===== src/rtl/switch_debounce_encoder.sv =====
// ---------------------------------------------------------------------------
// switch_debounce_encoder
//
// Front end for the LED 3-to-8 decoder. Eight raw, bouncing push-buttons are
// synchronised, debounced per bit, and priority-encoded into the registered
// switch/enable pair the decoder consumes. The decoder lights an LED only
// when enable == 3'b100, which this block drives while any button is held.
//
// Parameters
//   DB_CYCLES  consecutive cycles a synchronised input must differ from its
//              stable value before the stable value flips (>= 2)
//   DB_W       debounce counter width, must hold DB_CYCLES-1
//   SCAN_DIV   clk cycles per auto-scan step (AUTO_SCAN_EN builds only)
//
// Ports
//   clk      in   1  rising-edge clock
//   rst      in   1  asynchronous, active-high reset
//   btn_raw  in   8  raw buttons, active-high, asynchronous to clk
//   switch   out  3  index of selected LED (registered)
//   enable   out  3  3'b100 = decoder active, 3'b000 = all LEDs off
//   press    out  1  one-cycle pulse when a debounced button rises 0->1
//
// Build option
//   AUTO_SCAN_EN  when defined, an idle keypad (no stable button) shows a
//                 running light: enable = 3'b100 and switch steps 0..7,
//                 one step every SCAN_DIV cycles. Any held button stops the
//                 scan; releasing all buttons restarts it at 0. Undefined:
//                 idle gives enable = 3'b000 and switch holds its value.
//
// Latency: a raw change held steady shows on switch/enable/press at rising
// edge DB_CYCLES+3 after the first edge that samples it.
// ---------------------------------------------------------------------------
module switch_debounce_encoder #(
  parameter int DB_CYCLES = 8,
  parameter int DB_W      = 4,
  parameter int SCAN_DIV  = 4
) (
  input  logic       clk,
  input  logic       rst,
  input  logic [7:0] btn_raw,
  output logic [2:0] switch,
  output logic [2:0] enable,
  output logic       press
);

  // Reject configurations the counters cannot represent.
  if (DB_CYCLES < 2 || (DB_CYCLES - 1) >= (1 << DB_W) || SCAN_DIV < 1) begin : g_param_check
    $error("switch_debounce_encoder: illegal DB_CYCLES/DB_W/SCAN_DIV");
  end

  localparam logic [DB_W-1:0] CNT_LAST = DB_W'(DB_CYCLES - 1);

  logic [7:0]      s1;
  logic [7:0]      s2;
  logic [7:0]      stable;
  logic [7:0]      stable_d;   // stable as seen by the output stage last cycle
  logic [DB_W-1:0] cnt [8];
  logic            any_set;
  logic [2:0]      enc_idx;

  // Two-flop synchroniser per button; btn_raw has no timing relation to clk.
  always_ff @(posedge clk or posedge rst) begin
    if (rst) begin
      // NOTE: sequential state is always assigned with <= so every flop
      // samples the pre-edge value of its source, regardless of statement order.
      s1 <= '0;
      s2 <= '0;
    end else begin
      s1 <= btn_raw;
      s2 <= s1;
    end
  end

  // Per-bit debounce. The count only advances while s2 disagrees with the
  // stable value; a single agreeing sample restarts it, so press and release
  // both need DB_CYCLES uninterrupted samples.
  always_ff @(posedge clk or posedge rst) begin
    if (rst) begin
      stable <= '0;
      // NOTE: the counter array is eight small flop registers, not a RAM, so
      // it is reset like any other state; a reset mid-debounce drops partial counts.
      for (int i = 0; i < 8; i++) begin
        cnt[i] <= '0;
      end
    end else begin
      for (int i = 0; i < 8; i++) begin
        if (s2[i] == stable[i]) begin
          cnt[i] <= '0;
        end else if (cnt[i] == CNT_LAST) begin
          stable[i] <= ~stable[i];
          cnt[i]    <= '0;
        end else begin
          cnt[i] <= cnt[i] + 1'b1;
        end
      end
    end
  end

  // Priority encoder: the highest-numbered held button wins.
  always_comb begin
    // NOTE: every always_comb output gets a default first so no path leaves
    // it unassigned, which would otherwise infer a latch.
    any_set = |stable;
    enc_idx = 3'd0;
    for (int i = 0; i < 8; i++) begin
      if (stable[i]) begin
        enc_idx = 3'(i);
      end
    end
  end

`ifdef AUTO_SCAN_EN
  localparam int SCAN_W = (SCAN_DIV > 1) ? $clog2(SCAN_DIV) : 1;
  localparam logic [SCAN_W-1:0] SCAN_LAST = SCAN_W'(SCAN_DIV - 1);

  logic [SCAN_W-1:0] scan_cnt;
  logic [2:0]        scan_pos;

  // Running-light position; held at 0 whenever a button is stable so the
  // scan always restarts from LED 0 after the last release.
  always_ff @(posedge clk or posedge rst) begin
    if (rst) begin
      scan_cnt <= '0;
      scan_pos <= '0;
    end else if (any_set) begin
      scan_cnt <= '0;
      scan_pos <= '0;
    end else if (scan_cnt == SCAN_LAST) begin
      scan_cnt <= '0;
      scan_pos <= scan_pos + 3'd1;   // wraps 7 -> 0
    end else begin
      scan_cnt <= scan_cnt + 1'b1;
    end
  end
`endif

  // Output stage. press compares stable against the copy the output stage
  // saw last cycle, so the pulse lands in the same cycle switch/enable take
  // the new stable value. Releases clear bits and therefore never pulse.
  always_ff @(posedge clk or posedge rst) begin
    if (rst) begin
      stable_d <= '0;
      switch   <= '0;
      enable   <= '0;
      press    <= 1'b0;
    end else begin
      stable_d <= stable;
      press    <= |(stable & ~stable_d);
      if (any_set) begin
        switch <= enc_idx;
        enable <= 3'b100;
      end else begin
`ifdef AUTO_SCAN_EN
        switch <= scan_pos;
        enable <= 3'b100;
`else
        enable <= 3'b000;   // switch keeps the last selected index
`endif
      end
    end
  end

endmodule

===== config.mk =====
export PLATFORM = sky130hd
export DESIGN_NAME = switch_debounce_encoder
export DESIGN_NICKNAME = d
export VERILOG_FILES = /design/src/rtl/switch_debounce_encoder.sv
export SDC_FILE = /design/constraint.sdc
export NUM_CORES = 1
export LEC_CHECK = 0
export ABC_AREA = 1
export BUFFER_PORTS_ARGS = -buffer_cell sky130_fd_sc_hd__buf_2
export CAP_MARGIN = 40
export CELL_PAD_IN_SITES_DETAIL_PLACEMENT = 0
export CELL_PAD_IN_SITES_GLOBAL_PLACEMENT = 1
export CORE_MARGIN = 2
export CORE_UTILIZATION = 30
export DETAILED_ROUTE_END_ITERATION = 8
export PLACE_DENSITY_LB_ADDON = 0.1
export SETUP_SLACK_MARGIN = 0.5
export SYNTH_ARGS = -nofsm -noshare
export SYNTH_HDL_FRONTEND = slang
export SYNTH_SLANG_ARGS = --single-unit

===== constraint.sdc =====
create_clock -name clk -period 5 [get_ports clk]
set_clock_uncertainty 0.1 [all_clocks]
set_input_delay 0.75 -clock clk [delete_from_list [all_inputs] [get_ports clk]]
set_output_delay 0.75 -clock clk [all_outputs]
set_load 0.05 [all_outputs]

; Yosys cells after proc, flatten, opt, wreduce, memory -nomap -nowiden
; Cells that the tools add are included.
[classes]
bitwise = 18
n_mux = 24
n_addsub = 8
n_lt_le_gt_ge = 0
div_mod_pow = 0
shift = 0
multipliers = 0
eq_ne = 16
n_reduce_logical = 10
[op_table]
columns = op, count
row1 = $mux W4, 16
row2 = $add A4 B1 Y4 const B, 8
row3 = $eq A4 B3 Y1 const B, 8
row4 = $mux W3, 7
row5 = $not A1 Y1, 16
row6 = $reduce_and A2 Y1, 8
row7 = $reduce_or A8 Y1, 2
row8 = $and A8 B8 Y8, 1
row9 = $eq A1 B1 Y1, 8
row10 = $not A8 Y8, 1
row11 = $mux W1, 1
[word_totals]
regBits = 71
memories = 0
ram_bits = 0
latchBits = 0
mem_bits_ro = 0
elab_cells = 98

; Depth between registers and ports, before layout
[depth]
depth_word = 7
ltp_mapped = 7
ltp_nobuf = 7

; Worst setup path before layout
; Ideal clock, no wire load.
[synth_path]
kind = reg-to-output
start = reg switch[0]
end = out switch[0]
path_slack_ps = 3550
required_ps = 4150
arrival_time_ps = 600
stages_incl_launch_ff = 1
n_path_buf = 0
path_cell_list = dfrtp_1
[synth_rtl]
columns = element, line
row1 = start: declaration, 41  ; output logic [2:0] switch,
row2 = start signal: assignment, 150  ; switch <= enc_idx;
; No word-level cell between the ends.

; Worst setup path after layout
[layout_path]
start = reg switch[0]
end = out switch[0]
; No word-level cell between the ends.

==> flow_summary.yaml <==
cells_and_area:
  post-route-util_pct: 35.0
  diodes: 0
  final_layout_size_suffix_gt1_share_pct: 15.4
  final_common_cell: "dfrtp_1"
  areaGrowthSynthToFinish_pct: 14.7
  nets: 274
  layout_common_cells: "dfrtp_1, nor2_1, inv_1"
pwr:
  vdd_ir_drop_max_uv: 259
  p_per_area_mw_per_mm2: 536
  p_leak_nw: 1.47
timing:
  min_period_ns: 1.79
  fin_setup_tns_ns: 0
  fmax_mhz: 557
  setup_violations: 0
  min_period_over_period_pct: 35.9
  slew_viol_final: 0
  finalHoldViolations: 0
  rsz0062_at_grt: "no"
detailed_routing:
  first_pass_iters: 4
  vias: 1474
  ant_nets: 0
  vias_per_cell: 4.02
  drt_iter0_markers: 86
  wl_um: 3990
  wl_per_cell_um: 10.9
  drt_drc_violations_left: 0
placement:
  routabilityCongestion: 0.704
  dpl.hpwl_um: 2940
  io_buffers: 14
critical_path:
  cp_max_fo: 2
  worstSetupStartpoint: "switch[0]"
  slowest_stage: "dfrtp_1"
  critPathLaunchType: "flop"
  worst-path-stages: 1
  r2r_slack_ns: 3.78
  cp-end-kind: "output pin"
  endpoint: "switch[0]"
  critical_path_arrival_ns: 0.94
  path_buf_inv: 1
  crit_chain: "buf_2"
  cp.required_ns: 4.15
  regToRegStartpoint: "cnt[12]"
  crit_family: "flip-flops"
  max_stage_delay_ns: 0.35
  r2r-end: "stable[4]"
  ff2ff_path_depth: 5
  critPathKind: "flop to output pin"
clock_tree:
  cts_setup_buffers: 0
  cts.clk_slew.worst_paths_ns: 0.07
  ctsResizeCount: 0
  clock-sinks: 69
  hold_buffers: 0
  cts_buffers: 9
  clock_latency_ns: 0.33
  cts_tree: "built"
  cts_root_buffer: "clkbuf_8"
  cts_buffer_depth: 2
  htreeDepth: 3
synthesis:
  synth_top_area_cell: "dfrtp_1"
  ys_types: 22
  ys_ff_latch: 69
  postSynthCellCount: 230
  yosys_warnings: 0
  ys_seq_area_share_pct: 65.6
  yosys.area.top_type_share_pct: 65.6
  synth.area.top_cells: "dfrtp_1, nor2_1, ha_1, xnor2_1, inv_1"
  syn_area_mm2: 0.00263
  avgSynthCellArea_um2: 11.5
global_routing:
  track_usage_pct: 9.93
  grt_pass1_wl_um: 7270
  overflow: 0
  grt_pass1_vias: 1549
  grt_max_degree: 28
  antenna_found_initial: 0
die:
  die_width_um: 97.7
  core-area_mm2: 0.00864
  start_util_pct: 30.5
  fp.dieH_um: 97.7
  ios: 17
  dieArea_mm2: 0.00954
  rows: 34
status:
  status: "complete, no violations"
flow_run:
  max_cap_viol_count: 0
min_path:
  hold_path.class: "flop to flop"
  hold_depth: 0
## report_power, final
group,switching (W),total (W),internal (W)
registers,0.0000981,0.000798,0.000700
clock network,0.000184,0.000384,0.000200
logic,0.000271,0.000437,0.000166
total,0.000553,0.00162,0.00107
## Yosys cell counts (all sizes together)
| cell | instances |
|---|---|
| nor3 | 2 |
| nand2 | 19 |
| nand3b | 3 |
| buf | 2 |
| conb | 1 |
| nor3b | 3 |
| nor2 | 47 |
| dfrtp | 69 |
| o22ai | 4 |
| ha | 8 |
| or2 | 3 |
| xnor2 | 11 |
| nand3 | 11 |
| inv | 23 |
| nand2b | 7 |
| o21ai | 1 |
| xor2 | 8 |
| a21oi | 8 |
## routing by layer
layer	global-route usage (%)	part of all wire, %	up-vias
met4	5.13	2.1	0
met1	12.8	51	677
met3	4.17	4.3	9
li1	-	-	768
met5	0	0	-
met2	14.3	43	20
## area by class of cell
| class | count | area [um2] |
|---|---|---|
| Clock buffer | 12 | 155 |
| Clock inverter | 2 | 10.0 |
| Fill cell | 883 | 5620 |
| Inverter | 23 | 86.3 |
| Multi-Input combinational cell | 137 | 810 |
| Sequential cell | 69 | 1730 |
| Tap cell | 108 | 135 |
| Timing Repair Buffer | 16 | 97.6 |
## worst min-delay path by stage
stage               slack, ns    end   from
floorplan                0.23  s2[0]  s1[0]
global placement         0.24  s2[6]  s1[6]
detailed placement       0.23  s2[6]  s1[6]
CTS                      0.24  s2[6]  s1[6]
global route             0.25  s2[6]  s1[6]
finish                   0.24  s2[6]  s1[6]
## cells by family (layout without fill, tap and decap cells)
kind of cell    after synthesis  count (layout)  synth area share [%]
xor+xnor                     19              19                  6.32
other cells                   1               2                 0.142
fa+ha+maj                     8               8                  3.80
compound gates               13              13                  2.66
flops                        69              69                  65.6
buf+inv                      25              53                  3.85
simple gates                 95              95                  17.7
## metrics by stage
| stage | power (W) | setup slack, ns | hold slack, ns | cell area, um2 | instances |
|---|---|---|---|---|---|
| global route | 0.00176 | 3.13 | 0.249 | 3020 | 367 |
| CTS | 0.00166 | 3.17 | 0.241 | 3020 | 367 |
| global placement | 0.00126 | 2.92 | 0.235 | 2840 | 352 |
| detailed placement | 0.00126 | 3.19 | 0.235 | 2860 | 353 |
| finish | 0.00162 | 3.21 | 0.243 | 3020 | 367 |
| floorplan | 0.00114 | 2.41 | 0.231 | 2640 | 231 |
## sequential cells by signal, indices dropped and copies added (netlist names)
signal and count:
switch 3, stable_d 8, enable 1, s1 8, s2 8, stable 8, cnt 32, press 1
Power figures use the tool's default switching activity.
